File: config.mk
export PLATFORM = sky130hd
export DESIGN_NAME = vote_tally_ctrl
export DESIGN_NICKNAME = d
export VERILOG_FILES = /design/src/rtl/vote_tally_ctrl.sv
export SDC_FILE = /design/constraint.sdc
export NUM_CORES = 1
export LEC_CHECK = 0
export ABC_AREA = 1
export CORE_MARGIN = 4
export CORE_UTILIZATION = 40
export CTS_BUF_LIST = sky130_fd_sc_hd__clkbuf_8
export DETAILED_ROUTE_END_ITERATION = 6
export PLACE_DENSITY = 0.63
export SYNTH_ARGS = -nofsm -noshare
export SYNTH_HDL_FRONTEND = slang
export SYNTH_SLANG_ARGS = --single-unit
File: constraint.sdc
create_clock -name clk -period 3.5 [get_ports clk]
set_input_delay 0.7 -clock clk [delete_from_list [all_inputs] [get_ports clk]]
set_output_delay 0.7 -clock clk [all_outputs]
set_load 0.03 [all_outputs]
File: src/rtl/vote_tally_ctrl.sv
// Vote tally sequencer: one-hot button press -> shared incrementer -> per-candidate
// counter, with multi-press rejection, saturation detect and registered readout.

module vote_cnt_lane #(
  parameter int CNT_W = 10
) (
  input  logic             clk,
  input  logic             rst_n,
  input  logic             clr,
  input  logic             we,
  input  logic [CNT_W-1:0] wdata,
  output logic [CNT_W-1:0] cnt
);
  logic [CNT_W-1:0] cnt_q, cnt_d;

  always_comb begin
    cnt_d = cnt_q;
    if (clr)     cnt_d = '0;
    else if (we) cnt_d = wdata;
  end

  always_ff @(posedge clk or negedge rst_n)
    if (!rst_n) cnt_q <= '0;
    else        cnt_q <= cnt_d;

  assign cnt = cnt_q;
endmodule

module vote_tally_ctrl #(
  parameter int NUM_CAND = 4,
  parameter int CNT_W    = 10,
  parameter int SEL_W    = 2
) (
  input  logic                clk,
  input  logic                rst_n,
  input  logic                voting_en,
  input  logic                clear,
  input  logic [NUM_CAND-1:0] vote_btn,
  output logic [CNT_W-1:0]    adder_in,
  input  logic [CNT_W-1:0]    adder_out,
  input  logic [SEL_W-1:0]    result_sel,
  output logic [CNT_W-1:0]    result_count,
  output logic                busy,
  output logic                vote_done,
  output logic                invalid_vote,
  output logic                overflow
);
  typedef enum logic [1:0] {IDLE, INC, RELEASE} state_t;

  state_t                         state_q, state_d;
  logic [SEL_W-1:0]               idx_q, idx_d;
  logic                           done_q, done_d;
  logic                           inval_q, inval_d;
  logic                           ovf_q, ovf_d;
  logic [CNT_W-1:0]               rd_q, rd_d;

  logic [NUM_CAND-1:0][CNT_W-1:0] cnt;
  logic [NUM_CAND-1:0]            we;
  logic [SEL_W-1:0]               btn_idx;
  logic [CNT_W-1:0]               cur_cnt;
  logic                           sat, clr_ok;

  always_comb begin
    btn_idx = '0;
    cur_cnt = '0;
    rd_d    = '0;
    for (int i = 0; i < NUM_CAND; i++) begin
      if (vote_btn[i])             btn_idx = SEL_W'(i);
      if (idx_q == SEL_W'(i))      cur_cnt = cnt[i];
      // out-of-range selects match no lane and read back 0
      if (result_sel == SEL_W'(i)) rd_d    = cnt[i];
    end
  end

  assign sat      = &cur_cnt;
  assign clr_ok   = (state_q == IDLE) && !voting_en && clear;
  assign adder_in = (state_q == INC) ? cur_cnt : '0;

  always_comb begin
    for (int i = 0; i < NUM_CAND; i++)
      we[i] = (state_q == INC) && !sat && (idx_q == SEL_W'(i));
  end

  always_comb begin
    state_d = state_q;
    idx_d   = idx_q;
    done_d  = 1'b0;
    inval_d = 1'b0;
    ovf_d   = ovf_q;
    case (state_q)
      IDLE: begin
        if (clr_ok) ovf_d = 1'b0;
        if (voting_en && |vote_btn) begin
          if ($onehot(vote_btn)) begin
            idx_d   = btn_idx;
            state_d = INC;
          end else begin
            inval_d = 1'b1;
            state_d = RELEASE;
          end
        end
      end
      INC: begin
        if (sat) ovf_d  = 1'b1;
        else     done_d = 1'b1;
        state_d = RELEASE;
      end
      RELEASE: if (vote_btn == '0) state_d = IDLE;
      default: state_d = IDLE;
    endcase
  end

  always_ff @(posedge clk or negedge rst_n)
    if (!rst_n) begin
      state_q <= IDLE;
      idx_q   <= '0;
      done_q  <= 1'b0;
      inval_q <= 1'b0;
      ovf_q   <= 1'b0;
      rd_q    <= '0;
    end else begin
      state_q <= state_d;
      idx_q   <= idx_d;
      done_q  <= done_d;
      inval_q <= inval_d;
      ovf_q   <= ovf_d;
      rd_q    <= rd_d;
    end

  for (genvar g = 0; g < NUM_CAND; g++) begin : g_lane
    vote_cnt_lane #(.CNT_W(CNT_W)) u_lane (
      .clk   (clk),
      .rst_n (rst_n),
      .clr   (clr_ok),
      .we    (we[g]),
      .wdata (adder_out),
      .cnt   (cnt[g])
    );
  end

  assign busy         = (state_q != IDLE);
  assign vote_done    = done_q;
  assign invalid_vote = inval_q;
  assign overflow     = ovf_q;
  assign result_count = rd_q;
endmodule
# ---- After elaboration in Yosys (flattened, before gate mapping)
# Cells that the tools add are included.
dict set report op_classes {
  addsub 3
  n_eq_ne 13
  muxes 32
  reduce_logical 25
}
# op count
set ops {}
lappend ops {{10-bit two-way mux} 17}
lappend ops {{2-bit nonzero test} 6}
lappend ops {{2-bit == test (second input constant)} 5}
lappend ops {{2-bit two-way mux} 5}
lappend ops {{10-bit AND reduction} 1}
lappend ops {{1-bit logical AND} 8}
lappend ops {{1-bit two-way mux} 8}
lappend ops {{2-bit by 1-bit == test with 1-bit output (second input constant)} 3}
lappend ops {{2-bit zero test} 3}
lappend ops {{2-bit != test (second input constant)} 3}
lappend ops {{2-bit case mux with 3 select lines} 1}
lappend ops {{3-bit AND reduction} 2}
lappend ops {{1-bit by 1-bit adder with 2-bit output} 2}
lappend ops {{4-bit zero test} 1}
lappend ops {{4-bit OR reduction} 1}
lappend ops {{2-bit by 2-bit adder with 3-bit output} 1}
lappend ops {{3-bit by 1-bit == test with 1-bit output (second input constant)} 1}
lappend ops {{1-bit zero test} 2}
lappend ops {{2-bit by 1-bit != test with 1-bit output (second input constant)} 1}
lappend ops {{1-bit case mux with 2 select lines} 1}
lappend ops {{2-bit AND reduction} 1}
dict set report totals {
  reg_bits 57
  in_bits 20
  out_inout_bits 24
}

# ---- Longest topological paths before layout
# Gate-level depths: netlist (run 1).
dict set report logic_depth {
  word_depth 11
  ltp_mapped 12
}

# ---- Modules after synthesis
# Synthesis (run 1) repeated with hierarchy kept, for this count alone.
dict set report unflattened {
  cells_unflattened 394
  hier_area_um2 2995.4
}
# mod instances cells_per_inst area_each_um2 seq_area_each_um2
set by_module_without_submodules {}
lappend by_module_without_submodules {vote_cnt_lane 4 43 401.6 250.2}
lappend by_module_without_submodules {vote_tally_ctrl 1 222 1388.8 425.4}

# ---- Worst setup path after synthesis (run 1)
# OpenSTA, ideal clock, no wires.
dict set report synth_path {
  kind {input -> register}
  startpoint {input port vote_btn[0]}
  endpoint {register idx_q[0]}
  setup_ns 0.127
  arrival_time_ns 2.312
  t_required_ns 3.373
  setup_slack_ns 1.061
  stages 11
  cell_sequence {inv_1 fa_1 inv_1 ha_1 ha_1 nor3_1 inv_1 nor2_1 nand2_1 inv_1 o21ai_0}
}
dict set report synth_via {
  elab_chain_cells 4
}
# element line_no
set synth_lines {}
lappend synth_lines {{from (decl)} 38} ;# input logic [NUM_CAND-1:0] vote_btn,
lappend synth_lines {{1-bit by 1-bit adder with 2-bit output (not written as such)} 94} ;# if ($onehot(vote_btn)) begin
lappend synth_lines {{2-bit by 2-bit adder with 3-bit output (not written as such)} 94}
lappend synth_lines {{3-bit by 1-bit == test with 1-bit output} 94}
lappend synth_lines {{3-bit AND reduction (no line) *} --}
lappend synth_lines {{to (signal assigned)} 123} ;# idx_q <= idx_d;
lappend synth_lines {{to (decl)} 51} ;# logic [SEL_W-1:0] idx_q, idx_d;
# Every way passes the cells marked *; elsewhere a longest branch is shown, timed or not.
# A chain may end at the register's enable or synchronous reset.

# ---- Worst setup path in the final report (run 1)
dict set report layout_path {
  startpoint {register idx_q[0]}
  endpoint {output port adder_in[8]}
}
dict set report layout_via {
  elab_chain_cells 6
}
# element line_no
set layout_lines {}
lappend layout_lines {{2-bit zero test} 69} ;# if (idx_q == SEL_W'(i)) cur_cnt = cnt[i];
lappend layout_lines {{10-bit two-way mux (3 in series)} 69}
lappend layout_lines {{10-bit two-way mux *} 69}
lappend layout_lines {{10-bit two-way mux *} 77} ;# assign adder_in = (state_q == INC) ? cur_cnt : '0;
lappend layout_lines {{to (decl)} 39} ;# output logic [CNT_W-1:0] adder_in,
# Marks and branches as above.

==> results, run 1 <==
- The flow ran to the end, and the final reports show no timing, DRC or antenna violations.
- The fraction of final layout cells with drive strength greater than 1 is 9.25%.
- The overall routing resource usage is roughly a fifth.
- The number of hold-repair buffers added at the cts stage is 0.
- The first-iteration detailed-routing DRC count is 277.
- The normalized max-slew margin is 43.9%.
- The post-placement cell count is 551.
- The category of the worst setup path capture point is a primary output.
- The cell accounting for the most synthesized area is sky130_fd_sc_hd__dfrtp_1.
- The via-per-instance ratio is 5.56.
- After the last flow step, the layout net total stands at 484.
- The floorplan step set the die width to 98.4 um.
- CTS placed an instance of sky130_fd_sc_hd__clkbuf_8 at the clock tree root.
- The die is around 98 um tall.
- The placeable core region is 7850 um2.
- The total number of placement rows is 32.
- The TritonCTS buffer count is 9.
- The area growth from synthesis to layout is 21.8%.
- The static leakage power is 0.00194 uW.
- The power per cell area is 561 nW/um2.
- Entering global routing, the biggest net connects 47 pins.
- Post-CTS repair changed the size of 0 cells.
- The worst hold path belongs to the class in2async.
- The post-detailed-routing wire length is 9640 um.
- The iteration count of the initial detailed-routing pass is 5.
- Buffers placed on the I/O ports in this run total 43.
- For this run, the number of standard cells in the final layout without fillers is 567.
- The final setup TNS is 0 ns.
- The first global-routing pass estimated 15700 um of wire.
- In this run the post-CTS setup repair buffer count came out at 0.
- The worst setup path is launched from a register.
- TritonCTS built the clock tree.
- Based on the critical path, the design can be clocked at up to 308 MHz.
- After synthesis the netlist holds a flip-flop and latch count of 57.
- The clock latency reported for the late side of the worst-skew pair is 0.34 ns.
- Once detail routing completed, the nets flagged for antenna violations numbered 0.
- The placed wire-length estimate after detailed placement is 6530 um.
- By area the synthesized netlist is led by sky130_fd_sc_hd__dfrtp_1 44%, sky130_fd_sc_hd__nand2_1 13%, sky130_fd_sc_hd__nand4_1 8.6%.
- Leaving out fill and tap cells, the most frequent cell in the layout is sky130_fd_sc_hd__nand2_1.
- The setup-violating endpoint count in the final report is 0.
- The initial antenna violation count is 0.
- In this run the count of I/O pins placed on the die edge is 44.
- The transition at the pin with the smallest max-transition slack is 0.838 ns.
- The number of unique standard cell types used by synthesis is 31.
- Setup repair after global routing left no endpoint under its margin.
- When the netlist entered floorplanning its net count stood at 442.
- The DRC violation count after routing is 0.
- At the end of routability-driven placement, the weighted congestion stood at ~0.9.
- The average wire per standard cell is 17.0 um.
- Across all layers, the routed design uses 3154 vias.
- The clock period could shrink to 3.25 ns.
- The number of levels the H-tree was split into is 3.
- Synthesis handed over a netlist of 418 instances.
- Cells fill 50.7% of the core in the end.
- The post-route fraction of the period consumed by the critical path is around 93%.
- The worst voltage drop across the vdd grid is 234 uV.
- The overflow left after global routing is 0.
- In the layout the commonest cells are 109 x sky130_fd_sc_hd__nand2_1, 57 x sky130_fd_sc_hd__dfrtp_1, 55 x sky130_fd_sc_hd__nand3_1, 48 x sky130_fd_sc_hd__inv_1, 45 x sky130_fd_sc_hd__nand4_1.
- Counting cells, the worst reg-to-reg path comes to 9.
- The netlist area before placement is between 3000 and 4000 um2.
- The initial core utilization is between 40% and 50%.
- The total of max-cap violations is 0.
- After clock tree synthesis, the clock-pin slew on the worst setup and hold paths is 0.07 ns.
- The clock sink count is 57.
- The proportion of netlist area held by the largest area contributor is about 44%.
- The die covers 9670 um2.
- The number of antenna diodes in the final layout is 0.
- The critical path in this run is classified as reg2out.
- The count of warnings emitted by yosys is 0.
- The count of endpoints failing hold in the final timing report is 0.
- The data arrival time of the critical path is 2.55 ns.
- Dividing the synthesized area by the synthesized cell count gives 7.81 um2.
- The number of slew-limit violations in the final report is 0.
- Clock skew on the completed layout was measured at between 0.007 and 0.008 ns.
- Of all nets on the critical path, the largest fanout is 13.
- The number of global-route vias before repair is 2991.
- The data required time at the worst endpoint is 2.80 ns.
- No sink is reached through more buffers than the 2 on the longest clock path.
- The sequential area share after synthesis is 43.7%.
- The design draws 2230 uW.
## metal layers
| layer | part of all wire (%) | global-route usage (%) | vias up |
|---|---|---|---|
| met5 | 0 | 0 | - |
| met4 | 2.2 | 8.51 | 0 |
| met3 | 8.1 | 5.43 | 22 |
| met2 | 47 | 30.6 | 131 |
| met1 | 43 | 27.8 | 1500 |
| li1 | - | - | 1501 |
## cells in the mapped netlist
master	count
sky130_fd_sc_hd__o22ai_1	3
sky130_fd_sc_hd__a21oi_1	12
sky130_fd_sc_hd__a221o_1	2
sky130_fd_sc_hd__inv_4	1
sky130_fd_sc_hd__nand2_4	1
sky130_fd_sc_hd__buf_2	1
sky130_fd_sc_hd__nand4_1	45
sky130_fd_sc_hd__inv_1	45
sky130_fd_sc_hd__clkinv_1	1
sky130_fd_sc_hd__a221oi_1	2
sky130_fd_sc_hd__clkbuf_1	9
sky130_fd_sc_hd__nor2_8	1
sky130_fd_sc_hd__nor2_2	2
sky130_fd_sc_hd__nand2_1	109
sky130_fd_sc_hd__nand3_4	5
sky130_fd_sc_hd__nor2_4	2
sky130_fd_sc_hd__fa_1	1
sky130_fd_sc_hd__ha_1	3
sky130_fd_sc_hd__o21ai_0	15
sky130_fd_sc_hd__dfrtp_1	57
sky130_fd_sc_hd__nand2_2	2
sky130_fd_sc_hd__clkinv_8	1
sky130_fd_sc_hd__nand3b_1	2
sky130_fd_sc_hd__inv_2	2
sky130_fd_sc_hd__o21ai_1	1
sky130_fd_sc_hd__nand3_1	55
sky130_fd_sc_hd__nor2_1	21
sky130_fd_sc_hd__buf_1	7
sky130_fd_sc_hd__buf_6	6
sky130_fd_sc_hd__o2111ai_1	1
sky130_fd_sc_hd__nor3_1	3
## layout make-up
cell class / instances / area (um2)
clock buffers: 10 / 138
clock inverters: 6 / 51.3
fillers: 796 / 3870
inverters: 50 / 203
multi-input cells: 288 / 1510
flip-flops and latches: 57 / 1430
well taps: 102 / 128
repair buffers: 54 / 520
## final timing paths
path	from	to	slack, ns
setup / recovery	idx_q[0]$_DFFE_PN0P_	adder_in[8]	0.25
hold / removal	rst_n	g_lane[1].u_lane.cnt[5]$_DFFE_PN0P_	0.40
setup reg to reg	idx_q[0]$_DFFE_PN0P_	g_lane[2].u_lane.cnt[9]$_DFFE_PN0P_	0.91
hold reg to reg	overflow$_DFFE_PN0P_	overflow$_DFFE_PN0P_	0.50
max in group asynchronous	rst_n	result_count[1]$_DFF_PN0_	2.49
min in group clk	overflow$_DFFE_PN0P_	overflow$_DFFE_PN0P_	0.50
## state kept, by name, indices dropped and copies added (netlist names)
register           flops
g_lane.u_lane.cnt     40
idx_q                  2
invalid_vote           1
overflow               1
result_count          10
state_q                2
vote_done              1
## stage by stage
| stage | setup WS [ns] | cell area (um2) | hold slack (ns) |
|---|---|---|---|
| 2_1_floorplan | 1.06 | 3270 | 0.404 |
| 3_3_place_gp | 0.496 | 3790 | 0.480 |
| 3_5_place_dp | 0.431 | 3790 | 0.489 |
| 4_1_cts | 0.310 | 3980 | 0.433 |
| 5_1_grt | 0.129 | 3980 | 0.469 |
| 6_report | 0.255 | 3980 | 0.404 |
## kinds of logic after synthesis
| kind of cell | after synthesis | synth area share [%] |
|---|---|---|
| AOI/OAI and AO/OA | 36 | 6.28 |
| adders and majority gates | 4 | 1.76 |
| and+or+nand+nor | 248 | 38.0 |
| DFF | 57 | 43.7 |
| buffers and inverters | 73 | 10.3 |
## worst max-delay path: stages, from the launching register on
cell,delay (ns)
sky130_fd_sc_hd__dfrtp_1,0.77
sky130_fd_sc_hd__nor2_2,0.23
sky130_fd_sc_hd__nand2_1,0.12
sky130_fd_sc_hd__nand3_1,0.10
sky130_fd_sc_hd__a21oi_1,0.25
sky130_fd_sc_hd__clkdlybuf4s50_1,0.72
## report_power, final
group,total [uW],internal (uW),switching (uW)
logic,791,246,545
clock network,595,338,257
registers,846,742,104
total,2230,1330,906
Power figures use the tool's default switching activity.
==> run 2: changes to the inputs <==
PLACE_DENSITY = 0.64   (was 0.63)
SYNTH_HIERARCHICAL = 1   (was not set)
==> run 2 against run 1 <==
Compared with the run above:
- first-iteration DRC count fell by 43%
- setup slack improved by 0.037 ns
- clock skew rose by 0.00086 ns
- final area fell by 6.2%
- fmax rose by 1.2%
- non-clock buffer count fell by 6
- critical endpoint is now adder_in[6]
- largest cell class is now sequential cells
- highest routed layer unchanged
==> results, run 2 <==
- The flow ran to the end, and the final reports show no timing, DRC or antenna violations.
- The setup skew after layout is 0.00883 ns (+0.000857 ns).
- The sequential area share after synthesis is 47.6% (+3.9 points).
- The top fanout value on the critical path is 18 (+5).
- The total nets after synthesis was 418 (-5.4%).
- STA classifies the critical path endpoint as a primary output.
- The fill cell instance count of the final layout is 719 (-9.7%).
- The core utilization of the finished layout was 51.5% (+0.77 points).
- The DRC violation count after routing is 0 (unchanged).
- The final antenna-violating net count is 0 (unchanged).
- The number of unique standard cell types used by synthesis is 27 (-13%).
- The total number of placement rows is 31 (-3.1%).
- The iteration count of the initial detailed-routing pass came to 4 (-1).
- Relative to the synthesized area, the layout overhead comes to 24.6%.
- The post-cts sizing count came to 0 (unchanged).
- The maximum achievable frequency was 312 MHz (+1.2%).
- The normalized max-slew margin is 34.9% (-9.0 points).
- The tree is rooted in a sky130_fd_sc_hd__clkbuf_8.
- The count of endpoints failing hold in the final timing report is 0 (unchanged).
- The initial core utilization is 41.3% (-0.32 points).
- The weighted congestion reported at the end of routability-driven placement is 0.896 (about the same).
- Sorting the synthesized cells by how often they occur yields 149 x sky130_fd_sc_hd__nand2_1, 58 x sky130_fd_sc_hd__nand3_1, 57 x sky130_fd_sc_hd__dfrtp_1, 31 x sky130_fd_sc_hd__inv_1, 25 x sky130_fd_sc_hd__nor2_1.
- The number of levels the H-tree was split into is 3 (unchanged).
- The number of enable-type register cells in the synthesized netlist came to 0 (unchanged).
- The proportion of netlist area held by the largest area contributor is 47.6% (+3.9 points).
- The data required time at the worst endpoint was 2.80 ns (about the same).
- The total of max-cap violations is 0 (unchanged).
- The number of buffers inserted to repair setup after CTS is 0 (unchanged).
- The number of global-route vias before repair is 2569 (-14%).
- The netlist area before placement is 3000 um2 (-8.3%).
- The flip-flop count of the largest register after layout is 40 (unchanged).
- The overflow left after global routing was 0 (unchanged).
- The cell accounting for the most synthesized area is sky130_fd_sc_hd__dfrtp_1.
- The clock transition time at the flip-flop clock pins of the worst setup and hold paths was 0.07 ns (about the same).
- The post-synthesis async set-or-reset flop share came to 100% (unchanged).
- The most used flip-flop cell after synthesis is sky130_fd_sc_hd__dfrtp_1.
- The total of flip-flops plus latches after synthesis is 57 (unchanged).
- Sorting the synthesized cells by area gives the leading types as sky130_fd_sc_hd__dfrtp_1 48%, sky130_fd_sc_hd__nand2_1 19%, sky130_fd_sc_hd__nand3_1 9.7%.
- The count of warnings emitted by yosys came to 6 (+6).
- The placeable core region is 7250 um2 (-7.6%).
- The power per cell area is 598 nW/um2 (+6.6%).
- The setup-violating endpoint count in the final report is 0 (unchanged).
- The maximum number of pins on one net before global-route repair was 44 (-6.4%).
- In the post-synthesis netlist, the cell with the most instances is sky130_fd_sc_hd__nand2_1.
- The number of hold-repair buffers added at the cts stage came to 0 (unchanged).
- The I/O pin count is 44 (unchanged).
- The via-per-instance ratio is 5.04 (-9.4%).
- The post-route fraction of the period consumed by the critical path is 91.7% (-1.1 points).
- The TritonCTS buffer count is 9 (unchanged).
- Setup repair after global routing left no endpoint under its margin.
- The transition at the pin with the smallest max-transition slack is 0.977 ns (+0.138 ns).
- The wire length of the first global-routing pass came to 13100 um (-16%).
- The first-iteration detailed-routing DRC count came to 159 (-43%).
- The net count of the finished layout is 467 (-3.5%).
- TritonCTS built the clock tree.
- The startpoint class of the critical path is a register.
- The post-layout minimum cycle time is 3.21 ns (-0.0370 ns).
- The vias after detailed routing is 2758 (-13%).
- The post-detailed-routing wire length came to 7900 um (-18%).
- The synthesized area per cell is 7.60 um2 (-2.7%).
- The final setup TNS is 0 ns (unchanged).
- The data arrival time of the critical path is 2.51 ns (-0.04 ns).
- The static leakage power is 0.00188 uW (-2.9%).
- Leaving out fill and tap cells, the most frequent cell in the layout is sky130_fd_sc_hd__nand2_1.
- The total die area is 8940 um2 (-7.6%).
- The worst voltage drop across the vdd grid is 221 uV (-5.5%).
- The number of diodes added for antenna fixing is 0 (unchanged).
- The overall routing resource usage is 19.0% (-1.4 points).
- The power after layout is 2230 uW (about the same).
- The port buffer count is 43 (unchanged).
- The initial antenna violation count is 0 (unchanged).
- The number of slew-limit violations in the final report is 0 (unchanged).
- The average wire per standard cell is 14.4 um (-15%).
- The kind of path behind the tightest hold check is reg2reg.
- The die extent in x came to 94.5 um (-3.9%).
- The number of buffers on the longest clock path is 2 (unchanged).
- The top cell types in the final layout, fill and taps aside, are 149 x sky130_fd_sc_hd__nand2_1, 58 x sky130_fd_sc_hd__nand3_1, 57 x sky130_fd_sc_hd__dfrtp_1, 42 x sky130_fd_sc_hd__clkdlybuf4s50_1, 32 x sky130_fd_sc_hd__inv_1.
- The fraction of final layout cells with drive strength greater than 1 was 8.04% (-1.2 points).
- The synthesized instance count was 394 (-5.7%).
- The placed wire-length estimate after detailed placement is 5910 um (-9.5%).
- The clock latency reported for the late side of the worst-skew pair came to 0.34 ns (about the same).
- The clock sink count was 57 (unchanged).
- The category of the most critical setup path is reg2out.
- The height of the die is 94.5 um (-3.9%).
==> run 2: changes by cell type after synthesis, sizes merged, moves of 2 or more <==
cell,change
buf,-6
nor3,-2
o21ai,-2
nand2,+39
clkbuf,-7
nand3,-2
nor2,+5
nand4,-37
inv,-10
==> run 2: per-layer routing <==
| metal | wire (um) | track usage (%) |
|---|---|---|
| met2 | 3610 | 29.3 |
| met5 | 0 | 0 |
| met4 | 85 | 4.93 |
| met3 | 478 | 4.54 |
| met1 | 3730 | 26.9 |
==> run 2: logic make-up after synthesis <==
logic type / count (synthesis) / synth area share, %
adders and majority gates: 4 / 1.92
DFF: 57 / 47.6
buffers and inverters: 49 / 8.02
and+or+nand+nor: 252 / 36.4
AOI/OAI and AO/OA: 32 / 6.01
==> run 2: worst max-delay path: stages, from the launching register on <==
cell and delay [ns]:
sky130_fd_sc_hd__dfrtp_1 0.75, sky130_fd_sc_hd__inv_2 0.22, sky130_fd_sc_hd__nor2_1 0.24, sky130_fd_sc_hd__nand2_1 0.08
sky130_fd_sc_hd__nand3_1 0.09, sky130_fd_sc_hd__o21ai_1 0.09, sky130_fd_sc_hd__inv_1 0.06, sky130_fd_sc_hd__nor2_1 0.04
sky130_fd_sc_hd__clkdlybuf4s50_1 0.61
==> run 2: stage by stage <==
step                instances  area [um2]  hold slack [ns]  worst slack [ns]
floorplan                 394        3000            0.404              1.04
global placement          531        3490            0.456             0.448
detailed placement        531        3490            0.463             0.407
CTS                       547        3730            0.478             0.329
global route              547        3730            0.499             0.113
finish                    547        3730            0.475             0.292
==> run 2: cell type report <==
type	count	area, um2	share of cell area, %
Clock buffer	10	138	3.69
Clock inverter	6	106	2.85
Inverter	39	146	3.92
Multi-Input combinational cell	288	1330	35.6
Sequential cell	57	1430	38.2
Tap cell	99	124	3.32
Timing Repair Buffer	48	463	12.4
==> run 2: path summary, 6_finish.rpt <==
| check | from | slack, ns | depth (start not counted) | endpoint |
|---|---|---|---|---|
| min in group asynchronous | rst_n | 0.52 | 1 | result_count[5]$_DFF_PN0_ |
| setup reg to reg | idx_q[1]$_DFFE_PN0P_ | 0.99 | 13 | g_lane[3].u_lane/cnt[1]$_DFFE_PN0P_ |
| hold reg to reg | g_lane[1].u_lane/cnt[5]$_DFFE_PN0P_ | 0.48 | 2 | g_lane[1].u_lane/cnt[5]$_DFFE_PN0P_ |
| max in group asynchronous | rst_n | 2.22 | 2 | result_count[4]$_DFF_PN0_ |
| hold / removal | g_lane[1].u_lane/cnt[5]$_DFFE_PN0P_ | 0.48 | 2 | g_lane[1].u_lane/cnt[5]$_DFFE_PN0P_ |
| setup / recovery | idx_q[1]$_DFFE_PN0P_ | 0.29 | 8 | adder_in[6] |
==> run 2: where the power goes <==
| part | switching (uW) | total, uW | internal (uW) |
|---|---|---|---|
| combinational | 409 | 617 | 208 |
| clock | 267 | 755 | 488 |
| sequential | 115 | 861 | 745 |
| total | 792 | 2230 | 1440 |
